--- src/rtl/set_bit_scanner_pkg.sv ---
// Shared definitions for the set-bit scanner: FSM state encoding and default width.
package set_bit_scanner_pkg;

  localparam int DEFAULT_WIDTH = 128;

  typedef enum logic {
    IDLE = 1'b0,
    SCAN = 1'b1
  } state_e;

endpackage

--- src/rtl/set_bit_scanner_bit_prio_enc.sv ---
// Combinational priority encoder: finds the lowest (dir=0) or highest (dir=1)
// set bit of vec and returns its index plus a one-hot mask of that bit.
module bit_prio_enc
  import set_bit_scanner_pkg::*;
#(
  parameter int WIDTH = DEFAULT_WIDTH,
  parameter int IDXW  = $clog2(WIDTH)
) (
  input  logic [WIDTH-1:0] vec,
  input  logic             dir,
  output logic [IDXW-1:0]  idx,
  output logic             found,
  output logic [WIDTH-1:0] onehot
);

  // Scan order picks the winner: the last match written in the loop wins.
  always_comb begin
    // NOTE: defaults come first so every path assigns idx/found and no latch is inferred.
    idx   = '0;
    found = 1'b0;
    if (dir) begin
      // Ascending walk leaves the highest set bit as the final assignment.
      for (int i = 0; i < WIDTH; i++) begin
        if (vec[i]) begin
          // NOTE: blocking assignments inside always_comb; later iterations override earlier ones.
          idx   = IDXW'(i);
          found = 1'b1;
        end
      end
    end else begin
      // Descending walk leaves the lowest set bit as the final assignment.
      for (int i = WIDTH - 1; i >= 0; i--) begin
        if (vec[i]) begin
          idx   = IDXW'(i);
          found = 1'b1;
        end
      end
    end
  end

  assign onehot = found ? (WIDTH'(1) << idx) : '0;

endmodule

--- src/rtl/set_bit_scanner.sv ---
// Set-bit scanner: accepts a vector, then emits the positions of its set bits
// one per output handshake, lowest-first or highest-first.
module set_bit_scanner
  import set_bit_scanner_pkg::*;
#(
  parameter  int WIDTH = DEFAULT_WIDTH,
  localparam int IDXW  = $clog2(WIDTH)
) (
  input  logic             clk,
  input  logic             rst_n,
  input  logic             in_valid,
  output logic             in_ready,
  input  logic [WIDTH-1:0] in_data,
  input  logic             in_dir,
  output logic             out_valid,
  input  logic             out_ready,
  output logic [IDXW-1:0]  out_idx,
  output logic             out_last,
  output logic             out_none
);

  state_e           state, state_nxt;
  logic [WIDTH-1:0] rem;
  logic             dir_q;

  logic [IDXW-1:0]  enc_idx;
  logic             enc_found;
  logic [WIDTH-1:0] enc_onehot;
  logic             last_c;

  bit_prio_enc #(
    .WIDTH (WIDTH),
    .IDXW  (IDXW)
  ) u_enc (
    .vec    (rem),
    .dir    (dir_q),
    .idx    (enc_idx),
    .found  (enc_found),
    .onehot (enc_onehot)
  );

  // The current bit is the last one when nothing remains after clearing it;
  // an all-zero rem therefore also reports last.
  assign last_c = (rem & ~enc_onehot) == '0;

  // State register.
  always_ff @(posedge clk or negedge rst_n) begin
    if (!rst_n) begin
      state <= IDLE;
    end else begin
      // NOTE: non-blocking assignments for all clocked state so every flop samples pre-edge values.
      state <= state_nxt;
    end
  end

  // Next-state and output decode, purely from registered state.
  always_comb begin
    state_nxt = state;
    in_ready  = 1'b0;
    out_valid = 1'b0;
    out_idx   = '0;
    out_last  = 1'b0;
    out_none  = 1'b0;
    case (state)
      IDLE: begin
        in_ready = 1'b1;
        if (in_valid) state_nxt = SCAN;
      end
      SCAN: begin
        out_valid = 1'b1;
        out_idx   = enc_idx;
        out_last  = last_c;
        out_none  = !enc_found;
        if (out_ready && last_c) state_nxt = IDLE;
      end
      default: state_nxt = IDLE;
    endcase
  end

  // Remaining-bits register and latched direction: load on accept, clear the
  // emitted bit on each output handshake.
  always_ff @(posedge clk or negedge rst_n) begin
    if (!rst_n) begin
      rem   <= '0;
      dir_q <= 1'b0;
    end else if (state == IDLE) begin
      if (in_valid) begin
        rem   <= in_data;
        dir_q <= in_dir;
      end
    end else if (out_ready) begin
      rem <= rem & ~enc_onehot;
    end
  end

endmodule

--- config.mk ---
export PLATFORM = sky130hd
export DESIGN_NAME = set_bit_scanner
export DESIGN_NICKNAME = d
export VERILOG_FILES = /design/src/rtl/set_bit_scanner_pkg.sv /design/src/rtl/set_bit_scanner_bit_prio_enc.sv /design/src/rtl/set_bit_scanner.sv
export SDC_FILE = /design/constraint.sdc
export NUM_CORES = 1
export LEC_CHECK = 0
export CELL_PAD_IN_SITES_DETAIL_PLACEMENT = 1
export CELL_PAD_IN_SITES_GLOBAL_PLACEMENT = 1
export CORE_ASPECT_RATIO = 1.1
export CORE_UTILIZATION = 45
export CTS_CLUSTER_DIAMETER = 150
export DETAILED_ROUTE_END_ITERATION = 10
export PLACE_DENSITY = 0.95
export SLEW_MARGIN = 20
export SYNTH_ARGS = -nofsm -noshare
export SYNTH_HDL_FRONTEND = slang
export SYNTH_SLANG_ARGS = --single-unit
--- constraint.sdc ---
create_clock -name clk -period 14.24 [get_ports clk]
set_input_delay 4.272 -clock clk [delete_from_list [all_inputs] [get_ports clk]]
set_output_delay 4.272 -clock clk [all_outputs]
set_load 0.02 [all_outputs]
==> flow_summary.ini <==
[sta]
finalCriticalPeriod_ns = 11.28
period_share = 0.792
tns_ns = 0
hold_viol_final = 0
rsz0062_at_grt = false
fmax_mhz = 88.6
tightest_slew_ns = 1.22
setup_viol = 0
relSlewSlack = 0.181
slew_violations = 0
fin_skew_ns = 0.0181

[floorplan]
num_io_pins = 144
coreArea_mm2 = 0.0231
die_area_mm2 = 0.0244
rows = 58
die_h_um = 164
die_width_um = 149
initial_core_util = 0.463

[clocking]
clockBufferDepth = 2
cts_resized = 0
htree_levels = 4
cts_buffers = 17
clkLatencyLatePin_ns = 0.46
cts_tree = done
clkSinkCount = 130
cts-root-buf = clkbuf_16
cts_setup_buffers = 0
postCtsHoldBufs = 0
cts.clk_slew.worst_paths_ns = 0.07

[synth]
syn_inst = 1346
synth_top_family_by_area = compound AO/OA/AOI/OAI gates
synth_edf_count = 0
async_flop_share = 1.00
ys_top_cells_by_area = dfrtp_1, a21oi_1, mux2i_1, nor2_1, o31ai_1
synth-seq-cells = 130
synth_commonest_cells = a21oi_1, nor2_1, dfrtp_1
synth-adder-area-share = 0.000937
ys_seq_area_frac = 0.304
synth_compound_area_frac = 0.309
synth_top_area_frac = 0.304
synth-xor-area-share = 0
avgSynthCellArea_um2 = 7.94
syn-cell-area_mm2 = 0.0107
synth_flop_cell = dfrtp_1
yosys_warnings = 0
yosys.area.top_type = dfrtp_1
synth-simple-area-share = 0.245
synth_fp_nets = 1479
yosys.cell_types.count = 94
yosysMostFrequentCell = a21oi_1
muxShareOfSynthArea = 0.0806

[routing]
ant_nets = 0
wl_per_cell_um = 35.1
finalWirelength_um = 61300
dr_total_vias = 13200
first_iter_violations = 1833
drtPass1Iterations = 6
routed_via_density = 7.55
drc = 0

[pwr]
switchingPower_uw = 1520
power_frac_seq = 0.318
p_sw_frac = 0.576
clkPwrFrac = 0.166
comb_power_share = 0.517
p_per_area_mw_per_mm2 = 207
cell_internal_pwr_uw = 1120
p_leak_uw = 0.00449
p_total_uw = 2640
max-vdd-ir-drop_mv = 0.103

[setup_path]
worst-path-max-fanout = 8
cp.arrival_ns = 7.01
start_kind = flop
required_ns = 9.97
critPathKind = reg -> out
cp-end-kind = primary output

[run]
cap_viol_max_count = 0

[global_routing]
grt_max_degree = 76
antenna_found_initial = 4
grt_pass1_vias = 13500
gr-total-overflow = 0
grt_pass1_wl_um = 89600
gr-usage-all-layers = 0.509

[final_layout]
ff_latch_area_mm2 = 0.00325
multi_input_area_mm2 = 0.00683
drive_gt1_frac = 0.0859
nets = 1563
nFillCells = 2768
areaGrowthSynthToFinish_pct = 19.8

[placed_design]
place_congestion = 1.09
place.detailed.hpwl_um = 46100
io_buffers = 143

[run_status]
status = finished clean

[hold_path]
min_path_type = reg -> reg
## kinds of logic (layout without fill, tap and decap cells)
family	count (synthesis)	in the layout
AO/OA/AOI/OAI	508	508
AND/OR/NAND/NOR	473	473
buffers and inverters	148	245
flip-flops	130	130
multiplexers	86	86
adder cells (fa/ha/maj)	1	1
other	0	2
## power by group through the flow
stage / clock, uW / sequential [uW] / combinational [uW]
CTS: 436 / 810 / 1290
global placement: 0 / 806 / 1250
floorplan: 0 / 611 / 866
detailed placement: 0 / 813 / 1270
global route: 449 / 838 / 1410
finish: 438 / 841 / 1370
## worst max-delay path: stages, from the launching register on
cell	delay [ns]
dfrtp_1	0.50
nor4_1	1.01
nand4_1	0.44
nor4_1	0.54
and2_2	0.27
o21ai_4	0.11
nor4_4	0.46
nand2_1	0.44
o41ai_1	0.65
nand4_1	0.37
nor4b_2	0.43
nand4_1	0.14
and4bb_1	0.34
and3_1	0.22
clkdlybuf4s50_1	0.62
## layout make-up
type                    count  share of cell area
well taps                 300              0.0293
flip-flops and latches    130               0.254
clock buffers              18              0.0335
inverters                  47              0.0138
clock inverters            14             0.00939
multi-input cells        1068               0.534
repair buffers            166               0.126
diodes                      2            0.000391
## state kept, by name, indices dropped and copies added (netlist names)
| register | cells |
|---|---|
| rem | 128 |
| state | 1 |
| dir_q | 1 |
## layout by cell type, fill, tap and decap left out, drive strengths merged, types with 6 or more instances in the layout
cell,instances
a21oi,218
nor2,164
clkdlybuf4s50,142
dfrtp,130
mux2i,86
o21ai,71
nor3,60
o31ai,54
inv,54
nand2,49
nor4,49
nand3,43
nand4,26
or4,26
buf,24
a31oi,20
o41ai,20
clkbuf,18
a2111oi,18
a211oi,14
and2,14
nand2b,12
o2111ai,10
a21o,9
o211ai,8
o21a,7
a21boi,7
nor2b,7
a221oi,6
a211o,6
## path summary, 6_finish.rpt
check / end / cells past startpoint / slack [ns] / from
max in group asynchronous: rem[123] / 2 / 8.92 / rst_n
min in group asynchronous: rem[21] / 1 / 3.96 / rst_n
worst max-delay path: out_last / 14 / 2.96 / rem[19]
worst min register to register: rem[96] / 2 / 0.71 / rem[96]
worst max register to register: state / 13 / 8.23 / rem[19]
worst min-delay path: rem[96] / 2 / 0.71 / rem[96]
## per-stage QoR
step / setup slack [ns] / instance area (um^2) / cells / hold slack, ns / utilization
after floorplan: 6.39 / 10700 / 1346 / 0.573 / -
after global placement: 2.91 / 12200 / 1710 / 0.669 / 0.529
after detailed placement: 3.76 / 12200 / 1711 / 0.691 / 0.530
after CTS: 3.26 / 12800 / 1743 / 0.699 / 0.554
after global routing: 3.02 / 12800 / 1744 / 0.734 / 0.554
final: 2.96 / 12800 / 1745 / 0.705 / 0.555
## routing by layer
layer	GRT usage	vias to the layer above	wire length, um
met3	0.147	354	7210
met4	0.379	4	5400
met1	0.611	6392	22300
met5	0	-	78
li1	-	5333	-
met2	0.769	1094	26300
No activity file was read; power rests on OpenSTA's default activity.
